===== src/rtl/alu_sequencer.sv =====
// alu_sequencer: buffers ALU commands in a small FIFO, issues them one at a time
// to a combinational 16-bit ALU, captures the result and returns it over a
// valid/ready response port. Keeps a 17-bit accumulator of the last good result
// and a saturating count of errored commands.
module alu_sequencer #(
  parameter int unsigned DEPTH  = 4,
  parameter int unsigned SETTLE = 1
) (
  input  logic        clock,
  input  logic        reset,
  input  logic        cmd_valid,
  output logic        cmd_ready,
  input  logic [2:0]  cmd_op,
  input  logic        cmd_use_acc,
  input  logic [15:0] cmd_x,
  input  logic [15:0] cmd_y,
  output logic [15:0] alu_x,
  output logic [15:0] alu_y,
  output logic [2:0]  alu_op,
  input  logic [16:0] alu_out,
  input  logic        alu_err,
  output logic        rsp_valid,
  input  logic        rsp_ready,
  output logic [16:0] rsp_data,
  output logic        rsp_err,
  output logic [16:0] acc,
  output logic [7:0]  err_count
);

  localparam int unsigned AW = (DEPTH > 1) ? $clog2(DEPTH) : 1;
  localparam int unsigned CW = (SETTLE > 1) ? $clog2(SETTLE) : 1;
  localparam logic [CW-1:0] SettleLoad = CW'(SETTLE - 1);
  localparam logic [AW:0]   DepthCount = (AW + 1)'(DEPTH);

  typedef enum logic [1:0] {StIdle, StIssue, StRespond} state_e;

  // Command storage, one array per field
  logic [2:0]  fifo_op     [DEPTH];
  logic        fifo_use_acc[DEPTH];
  logic [15:0] fifo_x      [DEPTH];
  logic [15:0] fifo_y      [DEPTH];

  logic [AW-1:0] wr_ptr_q, rd_ptr_q;
  logic [AW:0]   count_q;
  state_e        state_q;
  logic [CW-1:0] settle_q;

  logic full, empty, push, pop;

  // Handshake decode; cmd_ready is forced low while reset is held
  always_comb begin
    full      = (count_q == DepthCount);
    empty     = (count_q == '0);
    cmd_ready = reset && !full;
    push      = cmd_valid && cmd_ready;
    pop       = (state_q == StIdle) && !empty;
  end

  // FIFO payload write; contents need no reset since count gates every read
  always_ff @(posedge clock) begin
    if (push) begin
      fifo_op[wr_ptr_q]      <= cmd_op;
      fifo_use_acc[wr_ptr_q] <= cmd_use_acc;
      fifo_x[wr_ptr_q]       <= cmd_x;
      fifo_y[wr_ptr_q]       <= cmd_y;
    end
  end

  // FIFO pointers and occupancy; power-of-two depth wraps naturally
  always_ff @(posedge clock) begin
    if (!reset) begin
      wr_ptr_q <= '0;
      rd_ptr_q <= '0;
      count_q  <= '0;
    end else begin
      if (push) wr_ptr_q <= wr_ptr_q + 1'b1;
      if (pop)  rd_ptr_q <= rd_ptr_q + 1'b1;
      count_q <= count_q + (AW + 1)'(push) - (AW + 1)'(pop);
    end
  end

  // Issue FSM with all ALU-side and response-side outputs registered
  always_ff @(posedge clock) begin
    if (!reset) begin
      state_q   <= StIdle;
      settle_q  <= '0;
      alu_x     <= '0;
      alu_y     <= '0;
      alu_op    <= '0;
      rsp_valid <= 1'b0;
      rsp_data  <= '0;
      rsp_err   <= 1'b0;
      acc       <= '0;
      err_count <= '0;
    end else begin
      unique case (state_q)
        StIdle: begin
          if (pop) begin
            alu_op   <= fifo_op[rd_ptr_q];
            alu_y    <= fifo_y[rd_ptr_q];
            // acc[16] is dropped when the accumulator feeds the ALU
            alu_x    <= fifo_use_acc[rd_ptr_q] ? acc[15:0] : fifo_x[rd_ptr_q];
            settle_q <= SettleLoad;
            state_q  <= StIssue;
          end
        end
        StIssue: begin
          if (settle_q == '0) begin
            rsp_data  <= alu_out;
            rsp_err   <= alu_err;
            if (!alu_err) begin
              acc <= alu_out;
            end else if (err_count != 8'hFF) begin
              err_count <= err_count + 8'd1;
            end
            rsp_valid <= 1'b1;
            state_q   <= StRespond;
          end else begin
            settle_q <= settle_q - 1'b1;
          end
        end
        StRespond: begin
          if (rsp_ready) begin
            rsp_valid <= 1'b0;
            state_q   <= StIdle;
          end
        end
        default: begin
          rsp_valid <= 1'b0;
          state_q   <= StIdle;
        end
      endcase
    end
  end

endmodule


===== config.mk =====
export PLATFORM = sky130hd
export DESIGN_NAME = alu_sequencer
export DESIGN_NICKNAME = d
export VERILOG_FILES = /design/src/rtl/alu_sequencer.sv
export SDC_FILE = /design/constraint.sdc
export NUM_CORES = 1
export LEC_CHECK = 0
export ABC_AREA = 1
export BUFFER_PORTS_ARGS = -buffer_cell sky130_fd_sc_hd__buf_2
export CAP_MARGIN = 40
export CORE_MARGIN = 2
export CORE_UTILIZATION = 46
export DETAILED_ROUTE_END_ITERATION = 16
export PLACE_DENSITY = 0.67
export SLEW_MARGIN = 10
export SYNTH_ARGS = -nofsm -noshare
export SYNTH_HDL_FRONTEND = slang
export SYNTH_SLANG_ARGS = --single-unit

===== constraint.sdc =====
create_clock -name clock -period 3.45 [get_ports clock]
set_clock_uncertainty 0.15 [all_clocks]
set_input_delay 0.5175 -clock clock [delete_from_list [all_inputs] [get_ports clock]]
set_output_delay 0.5175 -clock clock [all_outputs]
set_load 0.005 [all_outputs]

==> flow_summary.json <==
{
  "clock_latency_ns": 0.51,
  "hpwl_microns": 12520,
  "final_common_cell": "nor2_1",
  "ys_types": 30,
  "yosys.area.top_type_share_pct": 47.06,
  "grt_antenna_before_repair": 2,
  "fin_crit_sh_pct": 72.08,
  "endpoint_kind": "register",
  "whs_ns": 0.06873,
  "ios": 138,
  "maxCapViolCount": 0,
  "ant_nets": 0,
  "grt_pass1_wl_microns": 31870,
  "cts_resized": 0,
  "p_leak_uw": 0.004330,
  "setup_tns_ns": 0,
  "globalplace.congestion": 0.7968,
  "slew_viol_final": 0,
  "ys_warn_count": 0,
  "grt-ovfl-total": 0,
  "ys_ff_latch": 234,
  "start_util_pct": 47.06,
  "synth_compound_area_share_pct": 8.115,
  "drt_iter0_markers": 349,
  "grt_pass1_vias": 6101,
  "synthSimpleGateAreaFrac_pct": 19.64,
  "wl_microns": 20150,
  "io_buffers": 137,
  "clock-root-buffer": "clkbuf_16",
  "relSlewSlack_pct": 52.55,
  "outcome": "finished clean",
  "avgSynthCellArea_sq_um": 10.19,
  "worstPathArrival_ns": 2.77,
  "diodes": 0,
  "avgViaCountPerCell": 4.992,
  "final_util_pct": 55.82,
  "finalCriticalPeriod_ns": 2.487,
  "hold_viol_final": 0,
  "std_cell_rows": 51,
  "wl_per_cell_microns": 15.32,
  "cts_hold_buf": 0,
  "layout_common_cells": "191 x nor2_1, 157 x nand2_1, 144 x edfxtp_1",
  "crit_type": "register to register",
  "syn-cell-area_sq_um": 9189,
  "crit_required_ns": 3.73,
  "grt_setup_unrepaired": "false",
  "setup_violations": 0,
  "ir_drop_v": 0.0004346,
  "num-nets-final": 1098,
  "core_sq_um": 19530,
  "synth_area_leaders": "edfxtp_1 47%, dfxtp_1 20%, nor2_1 8.0%",
  "cts.htree.levels": 1,
  "clock_path_buffers": 3,
  "syn-num-nets": 968,
  "syn_inst": 902,
  "die_h_microns": 145.3,
  "muxShareOfSynthArea_pct": 0,
  "cp-start-kind": "register",
  "cts_tree": "done",
  "syn2layout_area_growth_pct": 18.63,
  "power_density_nw_per_um2": 804.6,
  "max_freq_mhz": 402.1,
  "firstDrtPassIters": 4,
  "dieArea_sq_um": 21120,
  "path_clk_slew_ns": 0.06,
  "worst_pin_slew_ns": 0.7109,
  "drive_gt1_share_pct": 20.57,
  "die_w_microns": 145.3,
  "synthAdderAreaFrac_pct": 1.171,
  "min_path_type": "input port to register",
  "post_synth_xor_area_fraction_pct": 0.09532,
  "gr-usage-all-layers_pct": 18.71,
  "yosysSeqAreaShare_pct": 66.67,
  "yosys.area.top_type": "edfxtp_1",
  "grt_max_degree": 68,
  "numCtsBuffers": 24,
  "drc": 0,
  "cts_setup_buffers": 0,
  "synth_top_family_by_area": "simple AND/OR/NAND/NOR gates",
  "cts_sinks": 234,
  "cp_max_fo": 25,
  "dr_total_vias": 6564
}
-- synth_stat cells --
cell / n
clkinv_2: 1
buf_4: 11
nand2_4: 3
nor2_2: 10
nand2_1: 157
inv_6: 1
o21ai_0: 105
ha_1: 7
buf_6: 4
nand3_2: 3
o21ai_1: 13
inv_1: 26
a21oi_1: 28
nand3_1: 55
nand3_4: 2
a21oi_2: 1
nor2_1: 195
nand2_2: 3
inv_2: 3
buf_2: 14
nand4_1: 1
xnor2_1: 1
a31oi_1: 1
clkbuf_1: 17
inv_4: 2
nor2_4: 1
edfxtp_1: 144
dfxtp_1: 90
nor3_1: 2
fa_1: 1
-- metal layers --
metal | routed length [microns] | track usage [%] | vias to the layer above | share of wire (%)
met4 | 355 | 5.294 | 4 | 1.8
met5 | 24 | 0 | - | 0.12
met2 | 9538 | 31.26 | 201 | 47
li1 | - | - | 3293 | -
met3 | 1215 | 3.887 | 35 | 6.0
met1 | 9015 | 24.91 | 3031 | 45
-- sequential cells by signal, summed over array words and instances (netlist names), 8 cells and up, named ones only --
register / cells
acc: 17
err_count: 8
rsp_data: 17
fifo_y: 64
alu_x: 16
fifo_x: 64
fifo_op: 12
alu_y: 16
-- area by class of cell --
cell class / instances / area (sq um)
inverter: 33 / 135.1
clock inverter: 11 / 102.6
fill: 1762 / 8626
multi-input combinational: 589 / 2696
timing repair buffer: 150 / 853.3
sequential: 234 / 6126
tap: 265 / 331.6
clock buffer: 33 / 655.6
-- per-stage QoR --
step / power, uW / cells / setup WS (ns) / area, sq um
after floorplan: 5573 / 902 / 0.5792 / 9189
after global placement: 6284 / 1270 / 1.053 / 10110
after detailed placement: 6370 / 1271 / 0.9389 / 10140
after CTS: 8864 / 1315 / 0.9330 / 10900
after global routing: 9365 / 1315 / 0.7785 / 10900
final: 8770 / 1315 / 0.9632 / 10900
-- final timing paths --
check	start	end	slack [ns]	cells past startpoint
setup reg to reg	count_q[1]	count_q[2]	0.96	12
hold reg to reg	acc[16]	acc[16]	0.32	2
hold / removal	cmd_x[10]	fifo_x[3][10]	0.07	1
setup / recovery	count_q[1]	count_q[2]	0.96	12
-- report_power, final --
group / total [uW] / switching, uW / internal (uW) / leakage, uW
Sequential: 3650 / 259 / 3390 / 0.00205
Clock: 2480 / 1010 / 1480 / 0.000368
Combinational: 2640 / 1710 / 928 / 0.00192
-- logic make-up (layout without fill, tap and decap cells) --
| kind of cell | after synthesis | count (layout) |
|---|---|---|
| adders and majority gates | 8 | 8 |
| and+or+nand+nor | 432 | 432 |
| DFF | 234 | 234 |
| buffers and inverters | 79 | 227 |
| AOI/OAI and AO/OA | 148 | 148 |
| xor gates and xnor gates | 1 | 1 |
-- critical path, stage by stage (launching register included) --
cell and delay [ns]:
dfxtp_1 0.36, inv_1 0.11, nand3_2 0.09, nand3_4 0.29
inv_4 0.13, ha_1 0.23, inv_1 0.06, ha_1 0.13
inv_1 0.05, fa_1 0.38, xnor2_1 0.20, o21ai_0 0.10
a21oi_1 0.15
No activity file was read; power rests on OpenSTA's default activity.
